<file path="config.mk">
export PLATFORM = sky130hd
export DESIGN_NAME = zpower_sequencer
export DESIGN_NICKNAME = d
export VERILOG_FILES = /design/src/rtl/zpower_pkg.sv /design/src/rtl/zpower_pg_filter.sv /design/src/rtl/zpower_sequencer.sv
export SDC_FILE = /design/constraint.sdc
export NUM_CORES = 1
export LEC_CHECK = 0
export CAP_MARGIN = 20
export CORE_ASPECT_RATIO = 1.5
export CORE_UTILIZATION = 50
export CTS_CLUSTER_SIZE = 10
export DETAILED_ROUTE_END_ITERATION = 10
export PLACE_DENSITY = 0.69
export SLEW_MARGIN = 20
export SYNTH_ARGS = -nofsm -noshare
export SYNTH_HDL_FRONTEND = slang
export SYNTH_SLANG_ARGS = --single-unit
</file>
<file path="constraint.sdc">
create_clock -name iClk -period 5.59 [get_ports iClk]
set_clock_uncertainty 0.15 [all_clocks]
set_input_delay 1.3975 -clock iClk [delete_from_list [all_inputs] [get_ports iClk]]
set_output_delay 1.3975 -clock iClk [all_outputs]
set_load 0.02 [all_outputs]
</file>
<file path="src/rtl/zpower_pkg.sv">
// Shared types and sizing helpers for the rail power sequencer.
package zpower_pkg;

  localparam int IDX_W = 3;

  typedef enum logic [2:0] {
    ST_IDLE      = 3'd0,
    ST_RAMP_UP   = 3'd1,
    ST_SETTLE    = 3'd2,
    ST_ON        = 3'd3,
    ST_RAMP_DOWN = 3'd4,
    ST_FAULT     = 3'd5
  } state_e;

  // Timer must count up to the larger of the settle delay and the ramp timeout.
  function automatic int cnt_width(input int dly_cyc, input int pg_timeout);
    int max_v;
    max_v = (dly_cyc > pg_timeout) ? dly_cyc : pg_timeout;
    return $clog2(max_v + 1);
  endfunction

endpackage

</file>
<file path="src/rtl/zpower_pg_filter.sv">
// Power-good qualifier: 2-flop synchroniser plus deglitch counter.
// Rises 2+DEGLITCH cycles after a stable high input; falls 3 cycles after the first low.
module zpower_pg_filter #(
  parameter int DEGLITCH = 8
) (
  input  logic iClk,
  input  logic iRst,
  input  logic iPg,
  output logic oPgOk
);

  localparam int DW = $clog2(DEGLITCH + 1);

  logic          sync1_q, sync2_q;
  logic          pg_ok_q, pg_ok_d;
  logic [DW-1:0] cnt_q, cnt_d;

  always_comb begin
    cnt_d   = cnt_q;
    pg_ok_d = pg_ok_q;
    if (!sync2_q) begin
      cnt_d   = '0;
      pg_ok_d = 1'b0;
    end else begin
      if (cnt_q != DW'(DEGLITCH)) cnt_d = cnt_q + 1'b1;
      if (cnt_q >= DW'(DEGLITCH - 1)) pg_ok_d = 1'b1;
    end
  end

  always_ff @(posedge iClk or posedge iRst) begin
    if (iRst) begin
      sync1_q <= 1'b0;
      sync2_q <= 1'b0;
      cnt_q   <= '0;
      pg_ok_q <= 1'b0;
    end else begin
      sync1_q <= iPg;
      sync2_q <= sync1_q;
      cnt_q   <= cnt_d;
      pg_ok_q <= pg_ok_d;
    end
  end

  assign oPgOk = pg_ok_q;

endmodule

</file>
<file path="src/rtl/zpower_sequencer.sv">
// Ordered rail power-up/down sequencer with power-good supervision and latched fault.
// All outputs registered; one cycle from a qualified input event to the output change.
module zpower_sequencer
  import zpower_pkg::*;
#(
  parameter int NUM_RAILS  = 4,
  parameter int DLY_CYC    = 1000,
  parameter int PG_TIMEOUT = 100000,
  parameter int DEGLITCH   = 8,
  parameter int CNT_W      = cnt_width(DLY_CYC, PG_TIMEOUT)
) (
  input  logic                 iClk,
  input  logic                 iRst,
  input  logic                 iEn,
  input  logic [NUM_RAILS-1:0] iPg,
  input  logic                 iClrFault,
  output logic [NUM_RAILS-1:0] oRailEn,
  output logic                 oAllGood,
  output logic                 oFault,
  output logic [IDX_W-1:0]     oFaultRail,
  output logic [2:0]           oState
);

  localparam int MAXR = 1 << IDX_W;

  state_e                 state_q, state_d;
  logic [IDX_W-1:0]       idx_q, idx_d;
  logic [CNT_W-1:0]       timer_q, timer_d;
  logic [NUM_RAILS-1:0]   rail_en_q, rail_en_d;
  logic                   all_good_q, all_good_d;
  logic                   fault_q, fault_d;
  logic [IDX_W-1:0]       fault_rail_q, fault_rail_d;

  logic [NUM_RAILS-1:0]   pg_ok;
  logic [MAXR-1:0]        pg_ok_pad;
  logic                   low_vld;
  logic [IDX_W-1:0]       low_idx;
  logic                   dly_done, pg_timeout;

  for (genvar r = 0; r < NUM_RAILS; r++) begin : g_pg
    zpower_pg_filter #(.DEGLITCH(DEGLITCH)) u_pg_filter (
      .iClk  (iClk),
      .iRst  (iRst),
      .iPg   (iPg[r]),
      .oPgOk (pg_ok[r])
    );
  end

  always_comb begin
    pg_ok_pad                = '0;
    pg_ok_pad[NUM_RAILS-1:0] = pg_ok;
  end

  // Lowest already-enabled rail whose power-good has dropped; the rail being
  // ramped only counts once it has been qualified (SETTLE/ON).
  always_comb begin
    logic incl;
    incl    = (state_q == ST_SETTLE) || (state_q == ST_ON);
    low_vld = 1'b0;
    low_idx = '0;
    for (int j = 0; j < NUM_RAILS; j++) begin
      if (!low_vld && !pg_ok[j] &&
          ((j < int'(idx_q)) || (incl && (j == int'(idx_q))))) begin
        low_vld = 1'b1;
        low_idx = IDX_W'(j);
      end
    end
  end

  assign dly_done   = (timer_q == CNT_W'(DLY_CYC - 1));
  assign pg_timeout = (timer_q == CNT_W'(PG_TIMEOUT - 1));

  always_comb begin
    state_d      = state_q;
    idx_d        = idx_q;
    rail_en_d    = rail_en_q;
    fault_d      = fault_q;
    fault_rail_d = fault_rail_q;

    case (state_q)
      ST_IDLE: begin
        rail_en_d = '0;
        if (iEn) begin
          idx_d        = '0;
          rail_en_d[0] = 1'b1;
          state_d      = ST_RAMP_UP;
        end
      end
      ST_RAMP_UP: begin
        if (low_vld) begin
          state_d      = ST_FAULT;
          fault_rail_d = low_idx;
        end else if (!iEn) begin
          state_d = ST_RAMP_DOWN;
        end else if (pg_ok_pad[idx_q]) begin
          state_d = ST_SETTLE;
        end else if (pg_timeout) begin
          state_d      = ST_FAULT;
          fault_rail_d = idx_q;
        end
      end
      ST_SETTLE: begin
        if (low_vld) begin
          state_d      = ST_FAULT;
          fault_rail_d = low_idx;
        end else if (!iEn) begin
          state_d = ST_RAMP_DOWN;
        end else if (dly_done) begin
          if (idx_q == IDX_W'(NUM_RAILS - 1)) begin
            state_d = ST_ON;
          end else begin
            idx_d   = idx_q + 1'b1;
            state_d = ST_RAMP_UP;
            for (int r = 0; r < NUM_RAILS; r++)
              if (IDX_W'(r) == idx_d) rail_en_d[r] = 1'b1;
          end
        end
      end
      ST_ON: begin
        if (low_vld) begin
          state_d      = ST_FAULT;
          fault_rail_d = low_idx;
        end else if (!iEn) begin
          state_d = ST_RAMP_DOWN;
          idx_d   = IDX_W'(NUM_RAILS - 1);
        end
      end
      ST_RAMP_DOWN: begin
        if (dly_done) begin
          for (int r = 0; r < NUM_RAILS; r++)
            if (IDX_W'(r) == idx_q) rail_en_d[r] = 1'b0;
          if (idx_q == '0) state_d = ST_IDLE;
          else             idx_d   = idx_q - 1'b1;
        end
      end
      ST_FAULT: begin
        rail_en_d = '0;
        if (iClrFault && !iEn) begin
          state_d = ST_IDLE;
          fault_d = 1'b0;
        end
      end
      default: begin
        state_d   = ST_IDLE;
        rail_en_d = '0;
      end
    endcase

    if (state_d == ST_FAULT && state_q != ST_FAULT) begin
      rail_en_d = '0;
      fault_d   = 1'b1;
    end

    all_good_d = (state_d == ST_ON) && (&pg_ok);
    timer_d    = ((state_d != state_q) || (idx_d != idx_q)) ? '0 : timer_q + 1'b1;
  end

  always_ff @(posedge iClk or posedge iRst) begin
    if (iRst) begin
      state_q      <= ST_IDLE;
      idx_q        <= '0;
      timer_q      <= '0;
      rail_en_q    <= '0;
      all_good_q   <= 1'b0;
      fault_q      <= 1'b0;
      fault_rail_q <= '0;
    end else begin
      state_q      <= state_d;
      idx_q        <= idx_d;
      timer_q      <= timer_d;
      rail_en_q    <= rail_en_d;
      all_good_q   <= all_good_d;
      fault_q      <= fault_d;
      fault_rail_q <= fault_rail_d;
    end
  end

  assign oRailEn    = rail_en_q;
  assign oAllGood   = all_good_q;
  assign oFault     = fault_q;
  assign oFaultRail = fault_rail_q;
  assign oState     = state_q;

endmodule

</file>
==> reports/results.txt, run 1 <==
clk buf depth: 2
DRT iter0 DRCs: 257
status: finished with violations
GR Overflow Total: 0
DRC Markers: 10
placed cell area: 0.003760 mm2
Leakage: 1.689 nW
number of flops mapped to enable cells by yosys: 0
first-pass GRT wire length: 13.39 mm
worst-path cell with the longest stage delay: or4_1
fin crit share: 67.30%
Combinational Power Share: 35.7%
violated checks: design-rule violations
Cell Pwr Density: 395.0 mW/mm2
Rows: 37
share of flip-flops with an asynchronous set or reset: 100.0%
worst min path class: reg -> reg
CP Data Required Time: 5.69 ns
Seq/Total Area, Yosys: 42.39%
Hold Crit Start: g_pg[1].u_pg_filter.sync1_q
slew margin rel.: 58.47%
vias in the first global route: 2,825
via count: 2,785
critical-path cell list: inv_1, ha_1, nand3b_1, a41oi_1, or4_1, a211o_1, a222oi_1, nand3b_2, nor2_1
Syn Nets: 400
Final #Nets: 419
area leader, netlist: dfrtp_1
DRT antenna net count: 0
Syn Area/Cell: 9.421 um2
Seq pwr share: 35.5%
Crit. End Element: register
FF-to-FF path depth: 9
CP Data Arrival Time: 3.86 ns
Skew-Pair Late Insertion Delay: 0.34 ns
Max Clock Freq: 0.2658 GHz
r2r startpoint: idx_q[0]
Final Cell Area: 0.003996 mm2
met2 routed wirelength: 3.891 mm
drt total wl: 7.576 mm
fin. max-slew vios: 0
setup TNS: 0 ns
Cell Area, Synth: 0.003542 mm2
Worst Path Max Fanout: 17
Met1 Routed Length: 3.267 mm
Core Util, Final: 58.33%
Hold Path Sink: g_pg[1].u_pg_filter.sync2_q
Ant. Diodes: 0
layout cells sized above 1: 11.25%
WP buf/inv: 1
slowest cell delay on critical path: 0.70 ns
Critical Path Source Type: register
share of the synthesized area in the top cell type: 42.39%
Reg2Reg Setup Slack: 1.83 ns
largest net degree at the start of global routing: 34
Clk pwr share: 28.9%
Final min period: 3.762 ns
GR Util All Layers: 22.96%
CTS hold repair buffers: 0
post-cts sizing count: 0
Crit Path Class: reg -> reg
H-tree levels: 3
Die ar.: 0.007432 mm2
hpwl dp: 5.394 mm
clk sink count: 60
Least-Margin Pin Slew: 0.6182 ns
Post-CTS Setup Bufs: 0
Net Sw Frac: 37.63%
hold_ws: 0.1918 ns
delay-heaviest family, CP: simple AND/OR/NAND/NOR gates
Pwr Total: 1.579 mW
P_int: 0.9846 mW
Top FF cell, synth: dfrtp_1
Worst-path clk slew: 0.07 ns
Syn. warnings: 0
Routed WL per cell: 15.85 um
CTS Buf Count: 9
core area: 0.006852 mm2
Seq cells post-synth: 60
clock root cell: clkbuf_8
hold path cells: 0
RSZ-0062 raised after global routing: no
IO Pins: 20
DRT Pass-1 Iters: 8
Max-cap violations: 0
unique cell type count in the Yosys netlist: 55
Gate Count Post-Synth: 376
Final setup viols: 0
Area Overhead vs Synth: 12.82%
Buffers on Ports: 19
antenna violations before repair: 0
Hold Vio Cnt, Final: 0
max layer used: met4
Initial Utilization: 51.70%
GPL Wtd Cong: 1.010
Vias/cell: 5.826
Die W: 70.73 um
die height: 105.1 um
TritonCTS clock tree: built
Synth area leaders: dfrtp_1, ha_1, nand2_1
VDD IR max: 239.2 uV
met3 wire len: 279 um
worst r2r dst: timer_q[4]
Psw: 0.5941 mW
[flip-flops by register name, summed over array words and instances (netlist names)]
signal                    flops
oAllGood                      1
oRailEn                       4
g_pg.u_pg_filter.sync2_q      4
g_pg.u_pg_filter.cnt_q       16
idx_q                         3
oFault                        1
g_pg.u_pg_filter.oPgOk        4
oFaultRail                    3
timer_q                      17
g_pg.u_pg_filter.sync1_q      4
oState                        3
[Yosys cell counts, drive strengths merged (5+ instances only)]
cell type and count:
nor2b 8, nor2 43, a31oi 7, nand3b 6, xnor2 12, o31ai 6, xor2 11, nand3 16
o21ai 12, clkbuf 6, nand2 36, a21oi 17, mux2i 9, nor4 5, nand4 7, ha 16
or2 6, buf 8, nand2b 7, a211oi 7, dfrtp 60, inv 16, and2 13
[cells by family (layout without fill, tap and decap cells)]
| kind of cell | Yosys count | after routing | share of synthesized area [%] |
|---|---|---|---|
| and+or+nand+nor | 167 | 167 | 25.93 |
| AOI/OAI and AO/OA | 69 | 69 | 13.07 |
| DFF | 60 | 60 | 42.39 |
| buffers and inverters | 31 | 55 | 4.415 |
| xor gates and xnor gates | 23 | 23 | 5.687 |
| adders and majority gates | 16 | 16 | 5.652 |
| muxes | 10 | 10 | 2.861 |
[cell usage in the layout (no fill, tap or decap), types with 8 or more instances in the layout]
master / Yosys / final
nor2_2: 10 / 10
nand3_1: 16 / 16
xor2_1: 11 / 11
inv_1: 16 / 15
nor2_1: 33 / 33
a21oi_1: 17 / 17
mux2i_1: 9 / 9
and2_1: 13 / 13
nand2_1: 36 / 36
o21ai_0: 12 / 12
clkdlybuf4s50_1: 0 / 19
dfrtp_1: 60 / 60
clkbuf_8: 0 / 12
nor2b_1: 8 / 8
xnor2_1: 12 / 12
ha_1: 16 / 16
[worst max-delay path by stage]
stage / cells after the start / endpoint / startpoint / slack, ns
6_report: 9 / timer_q[4] / idx_q[0] / 1.83
5_1_grt: 9 / timer_q[4] / idx_q[0] / 1.59
4_1_cts: 9 / timer_q[4] / idx_q[0] / 1.82
3_5_place_dp: 7 / timer_q[7] / iEn / 1.64
3_3_place_gp: 7 / timer_q[4] / iEn / 1.69
2_1_floorplan: 8 / timer_q[10] / iEn / 2.45
[per-stage QoR]
stage | setup WS (ns) | std cells
final | 1.828 | 478
after global routing | 1.591 | 478
after CTS | 1.821 | 478
after detailed placement | 1.641 | 462
after global placement | 1.694 | 462
after floorplan | 2.446 | 376
[layout make-up]
type | instances | area (um2)
well taps | 78 | 97.59
clock buffers | 13 | 168.9
repair buffers | 22 | 212.7
flip-flops and latches | 60 | 1501
clock inverters | 3 | 67.56
fillers | 624 | 2855
inverters | 17 | 63.81
multi-input cells | 285 | 1884
[routing by layer]
metal	GRT usage, %	up-vias
met1	27.85	1349
met4	10.71	0
li1	-	1354
met2	38.26	68
met5	0	-
met3	5.207	14
[power by group through the flow]
stage / clock network, mW / registers (mW) / logic, mW
6_report: 0.456 / 0.560 / 0.563
5_1_grt: 0.485 / 0.567 / 0.622
3_3_place_gp: 0 / 0.566 / 0.558
3_5_place_dp: 0 / 0.566 / 0.558
4_1_cts: 0.469 / 0.557 / 0.561
2_1_floorplan: 0 / 0.540 / 0.450
Note: power is estimated with default switching activity, not from simulation.
==> run 2, diff against run 1 <==
- clock period: 5.59 -> 3.8 ns (I/O delays scaled with it)
==> run 2 against run 1 <==
The flow still finishes with violations (design-rule violations). Count of clock-buffer cells in the layout decreased by 4. Worst hold slack better by 0.0097 ns. Setup slack lost 1.4 ns. Clock power increased by 18%. Critical path type unchanged. Highest routed layer unchanged.
==> reports/results.txt, run 2 (synthesized netlist as in run 1, its figures left out) <==
status: finished with violations
violated checks: design-rule violations
Biggest register: timer_q
Hold Vio Cnt, Final: 0 (unchanged)
Core Util, Final: 58.11% (-0.22 points)
IO Pins: 20 (unchanged)
Reg2Reg Setup Slack: 0.40 ns (-1.43 ns)
DRT antenna net count: 0 (unchanged)
Final setup viols: 0 (unchanged)
vias in the first global route: 2,798 (-0.96%)
Regs by FF count: timer_q (17), g_pg.u_pg_filter.cnt_q (16)
max reg flops: 17 (unchanged)
Post-CTS Setup Bufs: 0 (unchanged)
DRT iter0 DRCs: 195 (-24%)
worst min path class: reg -> reg
slew margin rel.: 50.16% (-8.3 points)
Cell Pwr Density: 556.4 mW/mm2 (+41%)
Worst Path Max Fanout: 17 (unchanged)
worst r2r dst: timer_q[3]
worst-path cell with the longest stage delay: nor4_1
DRC Markers: 10 (unchanged)
RSZ-0062 raised after global routing: no
CTS hold repair buffers: 0 (unchanged)
Routed WL per cell: 15.77 um (-0.47%)
Area Overhead vs Synth: 12.40%
Max-cap violations: 0 (unchanged)
DP Cell Count: 467 (+1.1%)
FF-to-FF path depth: 9 (unchanged)
GRT Max-Usage Layer: met2
Vias/cell: 5.830 (about the same)
Leakage: 1.682 nW (-0.41%)
Max Clock Freq: 0.2940 GHz (+11%)
fin crit share: 89.51% (+22 points)
setup TNS: 0 ns (unchanged)
Hold Crit Start: g_pg[1].u_pg_filter.sync1_q
CP Data Required Time: 3.91 ns (-1.78 ns)
H-tree levels: 3 (unchanged)
fin. max-slew vios: 0 (unchanged)
met2 usage: 37.23% (-1.0 points)
met1 global-route usage: 27.75% (-0.10 points)
die height: 105.1 um (unchanged)
Final min period: 3.401 ns (-0.3608 ns)
first-pass GRT wire length: 13.15 mm (-1.8%)
VDD IR max: 362.6 uV (+52%)
Least-Margin Pin Slew: 0.7476 ns (+0.1294 ns)
Skew-Pair Late Insertion Delay: 0.34 ns (about the same)
via count: 2,816 (+1.1%)
Die W: 70.73 um (unchanged)
critical-path cell list: inv_1, ha_1, and2b_1, a211oi_2, nor4_1, mux2_2, a311oi_1, nand3b_2, nor2_1
CP Depth: 9 (unchanged)
Die ar.: 0.007432 mm2 (unchanged)
post-route insts no fill: 483 (+1.0%)
GPL Wtd Cong: 0.9639 (-4.6%)
core area: 0.006852 mm2 (unchanged)
hpwl dp: 5.434 mm (+0.74%)
TritonCTS clock tree: built
antenna violations before repair: 0 (unchanged)
slowest cell delay on critical path: 0.58 ns (-0.12 ns)
Ant. Diodes: 0 (unchanged)
drt total wl: 7.619 mm (+0.57%)
# fillers: 627 (+0.48%)
commonest cells after routing, fill and taps aside: dfrtp_1, nand2_1, nor2_1
Initial Utilization: 51.70% (unchanged)
largest net degree at the start of global routing: 61 (+79%)
Buffers on Ports: 19 (unchanged)
clk buf depth: 2 (unchanged)
clk sink count: 60 (unchanged)
Pwr Total: 2.215 mW (+40%)
Rows: 37 (unchanged)
Worst-path clk slew: 0.08 ns (about the same)
clock root cell: clkbuf_8
CTS Buf Count: 9 (unchanged)
r2r startpoint: idx_q[1]
grt met3 use: 5.689% (+0.48 points)
GR Overflow Total: 0 (unchanged)
hold path cells: 0 (unchanged)
delay-heaviest family, CP: simple AND/OR/NAND/NOR gates
GR Util All Layers: 22.72% (-0.24 points)
DRT Pass-1 Iters: 8 (unchanged)
WP buf/inv: 1 (unchanged)
Final #Nets: 424 (+1.2%)
commonest non-fill, non-tap cell in the layout: dfrtp_1
Critical Path Source Type: register
layout cells sized above 1: 12.59% (+1.3 points)
Hold Path Sink: g_pg[1].u_pg_filter.sync2_q
Crit Path Class: reg -> reg
CP Data Arrival Time: 3.52 ns (-0.34 ns)
post-cts sizing count: 0 (unchanged)
Crit. End Element: register
run 2: where the power goes:
group	internal [mW]	switching, mW	total (mW)
Combinational	0.340	0.567	0.907
Clock	0.246	0.291	0.537
Sequential	0.704	0.0675	0.771
run 2: routing by layer:
| metal | vias to the layer above | share of wire, % |
|---|---|---|
| met1 | 1351 | 43 |
| met4 | 0 | 3.2 |
| met2 | 76 | 50 |
| met5 | - | 0 |
| met3 | 24 | 3.9 |
| li1 | 1365 | - |
run 2: layout make-up:
cell class                 count  area, um2  share of cell area (%)
multi-input combinational    285       1884                   47.33
sequential                    60       1501                   37.71
timing repair buffer          27      250.2                   6.285
clock buffer                   9      123.9                   3.111
tap                           78      97.59                   2.451
inverter                      17      63.81                   1.603
clock inverter                 7      60.06                   1.508
run 2: worst max path at each step:
stage | from | to
floorplan | idx_q[1] | timer_q[10]
global placement | iEn | timer_q[3]
detailed placement | iEn | timer_q[3]
CTS | idx_q[1] | timer_q[3]
global route | idx_q[0] | timer_q[3]
finish | idx_q[1] | timer_q[3]
run 2: per-stage QoR:
| step | setup WS (ns) | area [um2] | hold WS (ns) |
|---|---|---|---|
| 3_3_place_gp | 0.3708 | 3797 | 0.1848 |
| 6_report | 0.3985 | 3981 | 0.2015 |
| 2_1_floorplan | 0.7636 | 3542 | 0.1812 |
| 4_1_cts | 0.3851 | 3981 | 0.2033 |
| 3_5_place_dp | 0.3005 | 3797 | 0.1855 |
| 5_1_grt | 0.2149 | 3981 | 0.2053 |
==> run 3, diff against run 2 <==
- HOLD_SLACK_MARGIN: unset -> 0.03
==> results of run 3 <==
No change in the layout: final DEF, timing and power equal those of run 2.
